[src/rtl/io_input_scan.sv]
// Debounce and change-detect front end for the memory-mapped switch/key ports.
// A round-robin scanner debounces one port per clock; the CPU reads stable values and sticky change flags.
module io_input_scan #(
  parameter int DEBOUNCE_CYCLES = 4,
  parameter int DATA_W          = 32
) (
  input  logic              io_clk,
  input  logic              reset,
  input  logic [DATA_W-1:0] in_port0,
  input  logic [DATA_W-1:0] in_port1,
  input  logic [DATA_W-1:0] in_port2,
  input  logic [31:0]       addr,
  input  logic              rd_en,
  input  logic              wr_en,
  input  logic [DATA_W-1:0] wdata,
  output logic [DATA_W-1:0] io_read_data,
  output logic              irq
);

  localparam int         NPORTS  = 3;
  localparam logic [7:0] CNT_SAT = 8'(DEBOUNCE_CYCLES - 1);

  localparam logic [5:0] A_STABLE0 = 6'b100000;
  localparam logic [5:0] A_STABLE1 = 6'b100001;
  localparam logic [5:0] A_STABLE2 = 6'b100100;
  localparam logic [5:0] A_STATUS  = 6'b100110;
  localparam logic [5:0] A_MASK    = 6'b100111;

  logic [1:0]                     ptr;
  logic [NPORTS-1:0]              chg;
  logic [NPORTS-1:0]              mask;
  logic [NPORTS-1:0]              commit;
  logic [NPORTS-1:0][DATA_W-1:0]  raw_in;
  logic [NPORTS-1:0][DATA_W-1:0]  stable_q;
  logic [NPORTS-1:0][7:0]         cnt_q;

  logic [5:0] reg_sel;
  logic       status_rd;
  logic       mask_wr;
  logic       unused_bits;

  assign raw_in    = {in_port2, in_port1, in_port0};
  assign reg_sel   = addr[7:2];
  assign status_rd = rd_en && (reg_sel == A_STATUS);
  assign mask_wr   = wr_en && (reg_sel == A_MASK);

  assign unused_bits = ^{addr[31:8], addr[1:0], wdata[DATA_W-1:NPORTS]};

  // Per-port debounce: a port only moves when the scanner points at it.
  for (genvar p = 0; p < NPORTS; p++) begin : g_port
    logic [DATA_W-1:0] cand;
    logic [DATA_W-1:0] stable;
    logic [7:0]        cnt;
    logic              scan;
    logic              same;
    logic              sat;

    assign scan = (ptr == 2'(p));
    assign same = (raw_in[p] == cand);
    assign sat  = (cnt == CNT_SAT);

    // The count saturates at CNT_SAT, so a held value keeps comparing against
    // stable without ever wrapping back into a fresh debounce window.
    assign commit[p]   = scan && same && sat && (cand != stable);
    assign stable_q[p] = stable;
    assign cnt_q[p]    = cnt;

    always_ff @(posedge io_clk) begin
      if (reset) begin
        cand   <= '0;
        stable <= '0;
        cnt    <= '0;
      end else if (scan) begin
        if (!same) begin
          cand <= raw_in[p];
          cnt  <= '0;
        end else if (!sat) begin
          cnt <= cnt + 8'd1;
        end else if (commit[p]) begin
          stable <= cand;
        end
      end
    end
  end

  // Scanner pointer, sticky change flags and interrupt mask.
  always_ff @(posedge io_clk) begin
    if (reset) begin
      ptr  <= 2'd0;
      chg  <= '0;
      mask <= '0;
    end else begin
      ptr <= (ptr == 2'd2) ? 2'd0 : ptr + 2'd1;
      // A commit in the same cycle as a clearing read keeps its own flag set.
      chg <= (status_rd ? '0 : chg) | commit;
      if (mask_wr) begin
        mask <= wdata[NPORTS-1:0];
      end
    end
  end

  always_comb begin
    io_read_data = '0;
    case (reg_sel)
      A_STABLE0: io_read_data = stable_q[0];
      A_STABLE1: io_read_data = stable_q[1];
      A_STABLE2: io_read_data = stable_q[2];
      A_STATUS:  io_read_data = {{(DATA_W-NPORTS){1'b0}}, chg};
      A_MASK:    io_read_data = {{(DATA_W-NPORTS){1'b0}}, mask};
      default:   io_read_data = '0;
    endcase
  end

  assign irq = |(chg & mask);

endmodule

[config.mk]
export PLATFORM = sky130hd
export DESIGN_NAME = io_input_scan
export DESIGN_NICKNAME = d
export VERILOG_FILES = /design/src/rtl/io_input_scan.sv
export SDC_FILE = /design/constraint.sdc
export NUM_CORES = 1
export LEC_CHECK = 0
export ABC_AREA = 0
export BUFFER_PORTS_ARGS = -buffer_cell sky130_fd_sc_hd__buf_2
export CAP_MARGIN = 20
export CORE_MARGIN = 3
export CORE_UTILIZATION = 50
export CTS_CLUSTER_DIAMETER = 120
export CTS_CLUSTER_SIZE = 20
export DETAILED_ROUTE_END_ITERATION = 16
export PLACE_DENSITY_LB_ADDON = 0.08
export SETUP_SLACK_MARGIN = 0.2
export SLEW_MARGIN = 5
export SYNTH_ARGS = -nofsm -noshare
export SYNTH_HDL_FRONTEND = slang
export SYNTH_SLANG_ARGS = --single-unit
[constraint.sdc]
create_clock -name io_clk -period 2.95 [get_ports io_clk]
set_input_delay 0.295 -clock io_clk [delete_from_list [all_inputs] [get_ports io_clk]]
set_output_delay 0.295 -clock io_clk [all_outputs]
set_load 0.03 [all_outputs]
**Yosys cells after proc, flatten, opt, wreduce, memory -nomap -nowiden**

Cells that the tools add are included.

- Flip-flop bits (word level): 224
- Word-level logic and storage cells: 71

- Reductions and logical operators: 23
- Multiplexer cells: 8
- Bitwise logic cells: 5
- $add $sub $neg: 4
- Equality and inequality tests: 19

Operators with widths:

| operator | count |
|---|---|
| 32-bit case mux with 5 select lines | 1 |
| 32-bit == test | 3 |
| 32-bit inequality test | 3 |
| 8-bit 2-to-1 mux | 6 |
| 6-bit == test, second input constant | 5 |
| 8-bit by 1-bit adder with 8-bit output, second input constant | 3 |
| 8-bit by 2-bit == test with 1-bit output, second input constant | 3 |
| 2-bit AND reduction | 6 |
| 4-bit AND reduction | 3 |
| 1-bit logical AND | 11 |
| 2-bit inequality test, second input constant | 3 |
| 3-bit bitwise AND | 1 |
| 3-bit 2-to-1 mux | 1 |
| 1-bit NOT | 3 |
| 3-bit bitwise OR | 1 |
| 3-bit OR reduction | 1 |
| 2-bit by 1-bit adder with 2-bit output, second input constant | 1 |
| 2-bit by 1-bit == test with 1-bit output, second input constant | 1 |
| 2-bit == test, second input constant | 1 |
| 2-bit zero test | 1 |
| 2-bit OR reduction | 1 |

**Longest topological paths before layout**

- Depth after elaboration: 5
- Gate-level depth with buffers: 8
- Mapped depth without buffers: 7

**Worst setup path before layout**

No wires, ideal clock.

- Kind: input to output
- From: in addr[3]
- To: out io_read_data[10]
- Arrival time: 1.953 ns
- Data required time: 2.655 ns
- Slack: 0.702 ns
- Buffers on the path: 3
- Stages on the path: 5
- Path through: or4b_2 > clkbuf_1 > clkbuf_1 > buf_1 > nor2_1

- Cells in the longest elaborated chain, start to end: 2
- Elaborated cells on any way between the ends: 6

Ends and longest elaborated chain:

| what | line | source |
|---|---|---|
| start: declaration | 12 | `input logic [31:0] addr,` |
| 6-bit == test | 104 | `case (reg_sel)` |
| 32-bit case mux with 5 select lines (*) | 104 |  |
| end: declaration | 16 | `output logic [DATA_W-1:0] io_read_data,` |

Every way passes the cells marked *; elsewhere a longest branch is shown, timed or not.

**Final worst setup path**

- From: reg g_port[1].cand[11]
- To: reg g_port[1].stable[19]

- Cells in the longest elaborated chain, start to end: 5
- Elaborated cells on any way between the ends: 6

Ends and longest elaborated chain:

| what | line | source |
|---|---|---|
| start: declaration | 51 | `logic [DATA_W-1:0] cand;` |
| start signal: assignment | 75 | `cand <= raw_in[p];` |
| 32-bit == test | 59 | `assign same = (raw_in[p] == cand);` |
| 1-bit logical AND (3 in a row) | 64 | `assign commit[p] = scan && same && sat && (cand != stable);` |
| 4-bit AND reduction (no source line) (*) | n/a |  |
| end signal: assignment | 80 | `stable <= cand;` |
| end: declaration | 52 | `logic [DATA_W-1:0] stable;` |

Marked as above.
A chain may end at the register's enable or synchronous reset.

==> results_dict.tcl <==
set metrics [dict create \
    grt_start_max_net_pins 98 \
    crit_type "reg -> reg" \
    ys_types 47 \
    worst_pin_slew_ns 0.728 \
    layout_commonest_cell "dfxtp_1" \
    grt_first_pass_wirelength_um 52700 \
    cp-start-kind "flop" \
    drive_gt1_share_pct 15.9 \
    die-width_um 160 \
    hold_violations 0 \
    grt_overflow_total 0 \
    initial_core_util_pct 51.7 \
    num_io_pins 197 \
    drtIter0Drc 943 \
    whs_path_depth 3 \
    fmax_mhz 408 \
    crit-reg2reg-capture "g_port[1].stable[19]$_SDFFE_PP0P_" \
    synth_seq_area_share_pct 37.7 \
    outcome "finished, final reports clean" \
    critPathArrivalTime_ns 2.86 \
    htreeDepth 1 \
    setup_viol 0 \
    critPathBufInv 1 \
    nets 1618 \
    route.detailed.wl_per_inst_um 19.2 \
    cp_cell_sequence "xor2_1 -> nor4_1 -> nand4_1 -> nor3_1 -> o211a_2 -> buf_12 -> mux2i_1" \
    wl_um 33700 \
    core_area_um2 23000 \
    ant_nets 0 \
    cap_violations 0 \
    syn_to_final_growth_pct 12.9 \
    critPathTopFamily "simple AND/OR/NAND/NOR gates" \
    r2r_slack_ns 0.50 \
    antenna_found_initial 0 \
    synth_seq_cells 224 \
    hold_buffers 0 \
    clk_pin_slew_worst_paths_ns 0.08 \
    slowest_stage "nor4_1" \
    synth_edf_count 0 \
    cts_tree "yes" \
    syn_nets 1506 \
    multi_input_area_um2 6960 \
    vias 9909 \
    rows 55 \
    period_share_pct 83.0 \
    worstPathRequired_ns 3.36 \
    synth_flop_cell "dfxtp_1" \
    dpl.hpwl_um 24700 \
    layout_common_cells "224 x dfxtp_1, 174 x nor2_1, 163 x mux2i_1" \
    cts_made_buffers 15 \
    portBuffers 141 \
    setup_tns_ns 0 \
    viasPerCell 5.63 \
    relSlewSlack_pct 51.5 \
    rr_worst_depth 7 \
    cts.sinks 224 \
    place_ws_ns 0.508 \
    vdd_drop_max_mv 0.494 \
    final_util_pct 58.4 \
    syn-mean-instance-area_um2 8.90 \
    cp_max_fo 15 \
    powerDensity_nw_per_um2 517 \
    cellLeakagePower_nw 5.75 \
    slew_violations 0 \
    drc 0 \
    hold_end "mask[2]$_SDFFE_PP0P_" \
    synthArstFlopShare_pct 0 \
    die_h_um 160 \
    ys_warn_count 0 \
    cts_setup_buffers 0 \
    whs_ns 0.0447 \
    syn-instance-count 1336 \
    fin_ws_ns 0.500 \
    finClkSkew_ns 0.0255 \
    grt_pass1_vias 9396 \
    antenna_cells 0 \
    clockBufferDepth 3 \
    regArea_um2 4480 \
    clkLatencyLatePin_ns 0.49 \
    endpoint_kind "flop" \
    grtUsageTotal_pct 25.3 \
    min-delay-start "wdata[2]" \
    syn_area_um2 11900 \
    routabilityCongestion 0.909 \
    regToRegStartpoint "g_port[1].cand[11]$_SDFFE_PP0P_" \
    root_buffer "clkbuf_16" \
    fin_crit_ns 2.45 \
    rsz0062_at_grt "false" \
    cts_resized 0 \
    min_path_type "in -> reg" \
    firstDrtPassIters 5 \
    fillers 2113 \
    critPathMaxStageDelay_ns 0.45 \
    floorplan.die_area_um2 25700 \
]
==> final cells by class <==
type	count	area share (%)
multi-input combinational	1014	51.9
tap	313	2.92
clock buffer	15	2.80
timing repair buffer	187	8.72
sequential	224	33.4
inverter	6	0.168
clock inverter	1	0.121
==> cells in the mapped netlist (3+ instances only) <==
cell type	n	area share, %
or3_1	3	0.16
inv_1	6	0.19
dfxtp_1	224	38
and3_1	5	0.26
ha_1	6	0.63
nor2_1	178	5.6
buf_4	9	0.57
buf_2	7	0.29
nand4_2	4	0.42
nor3_1	21	0.88
buf_1	5	0.16
mux2i_1	163	14
xnor2_1	50	3.7
buf_6	9	0.85
nand4_1	92	4.8
nor4_1	30	1.6
clkbuf_1	62	2.0
o21ai_0	11	0.46
o21ai_1	61	2.6
xor2_1	153	11
a21oi_1	106	4.5
nand2_1	11	0.35
nand3_1	10	0.42
nor3b_1	3	0.19
nor4_2	8	0.84
nor2b_1	3	0.16
nand2b_1	67	3.5
==> worst min-delay path, stage by stage <==
cell     delay [ns]
buf_2          0.08
mux2i_1        0.05
nor2_1         0.07
==> layer usage <==
layer  vias up  global-route usage (%)  share of wire (%)
li1       4896                       -                  -
met1      4764                    37.4                 49
met2       223                    39.8                 45
met3        26                    3.37                4.4
met4         0                    5.01                1.9
met5         -                       0                  0
==> registers in the layout, summed over array words and instances, names as in the netlist <==
name / flops
mask: 3
ptr: 2
chg: 3
g_port.cnt: 24
g_port.cand: 96
g_port.stable: 96
==> worst max path at each step <==
stage,startpoint,end,cells after the start
6_report,g_port[1].cand[11]$_SDFFE_PP0P_,g_port[1].stable[19]$_SDFFE_PP0P_,7
3_5_place_dp,addr[3],io_read_data[2],6
4_1_cts,addr[3],io_read_data[2],6
2_1_floorplan,addr[3],io_read_data[10],5
5_1_grt,g_port[2].cand[18]$_SDFFE_PP0P_,g_port[2].stable[31]$_SDFFE_PP0P_,7
3_3_place_gp,addr[3],io_read_data[1],6
==> through the flow <==
stage / std cells / instance area, um^2 / power, mW
floorplan: 1336 / 11900 / 4.47
global placement: 1744 / 13000 / 4.97
detailed placement: 1744 / 13000 / 4.99
CTS: 1760 / 13400 / 6.97
global route: 1760 / 13400 / 7.25
finish: 1760 / 13400 / 6.94
==> report_power, final <==
| group | internal [mW] | leakage [nW] | switching [mW] |
|---|---|---|---|
| clock network | 0.927 | 0.192 | 1.07 |
| registers | 3.18 | 1.82 | 0.224 |
| logic | 0.662 | 3.74 | 0.876 |
| total | 4.77 | 5.75 | 2.17 |
==> kinds of logic (layout without fill, tap and decap cells) <==
family	after synthesis	after routing	share of synthesized area, %
buffers and inverters	98	209	4.02
AOI/OAI and AO/OA	194	194	8.65
and+or+nand+nor	446	446	20.1
adders and majority gates	6	6	0.632
DFF	224	224	37.7
xor gates and xnor gates	203	203	15.0
muxes	165	165	13.9
No activity file was read; power rests on OpenSTA's default activity.
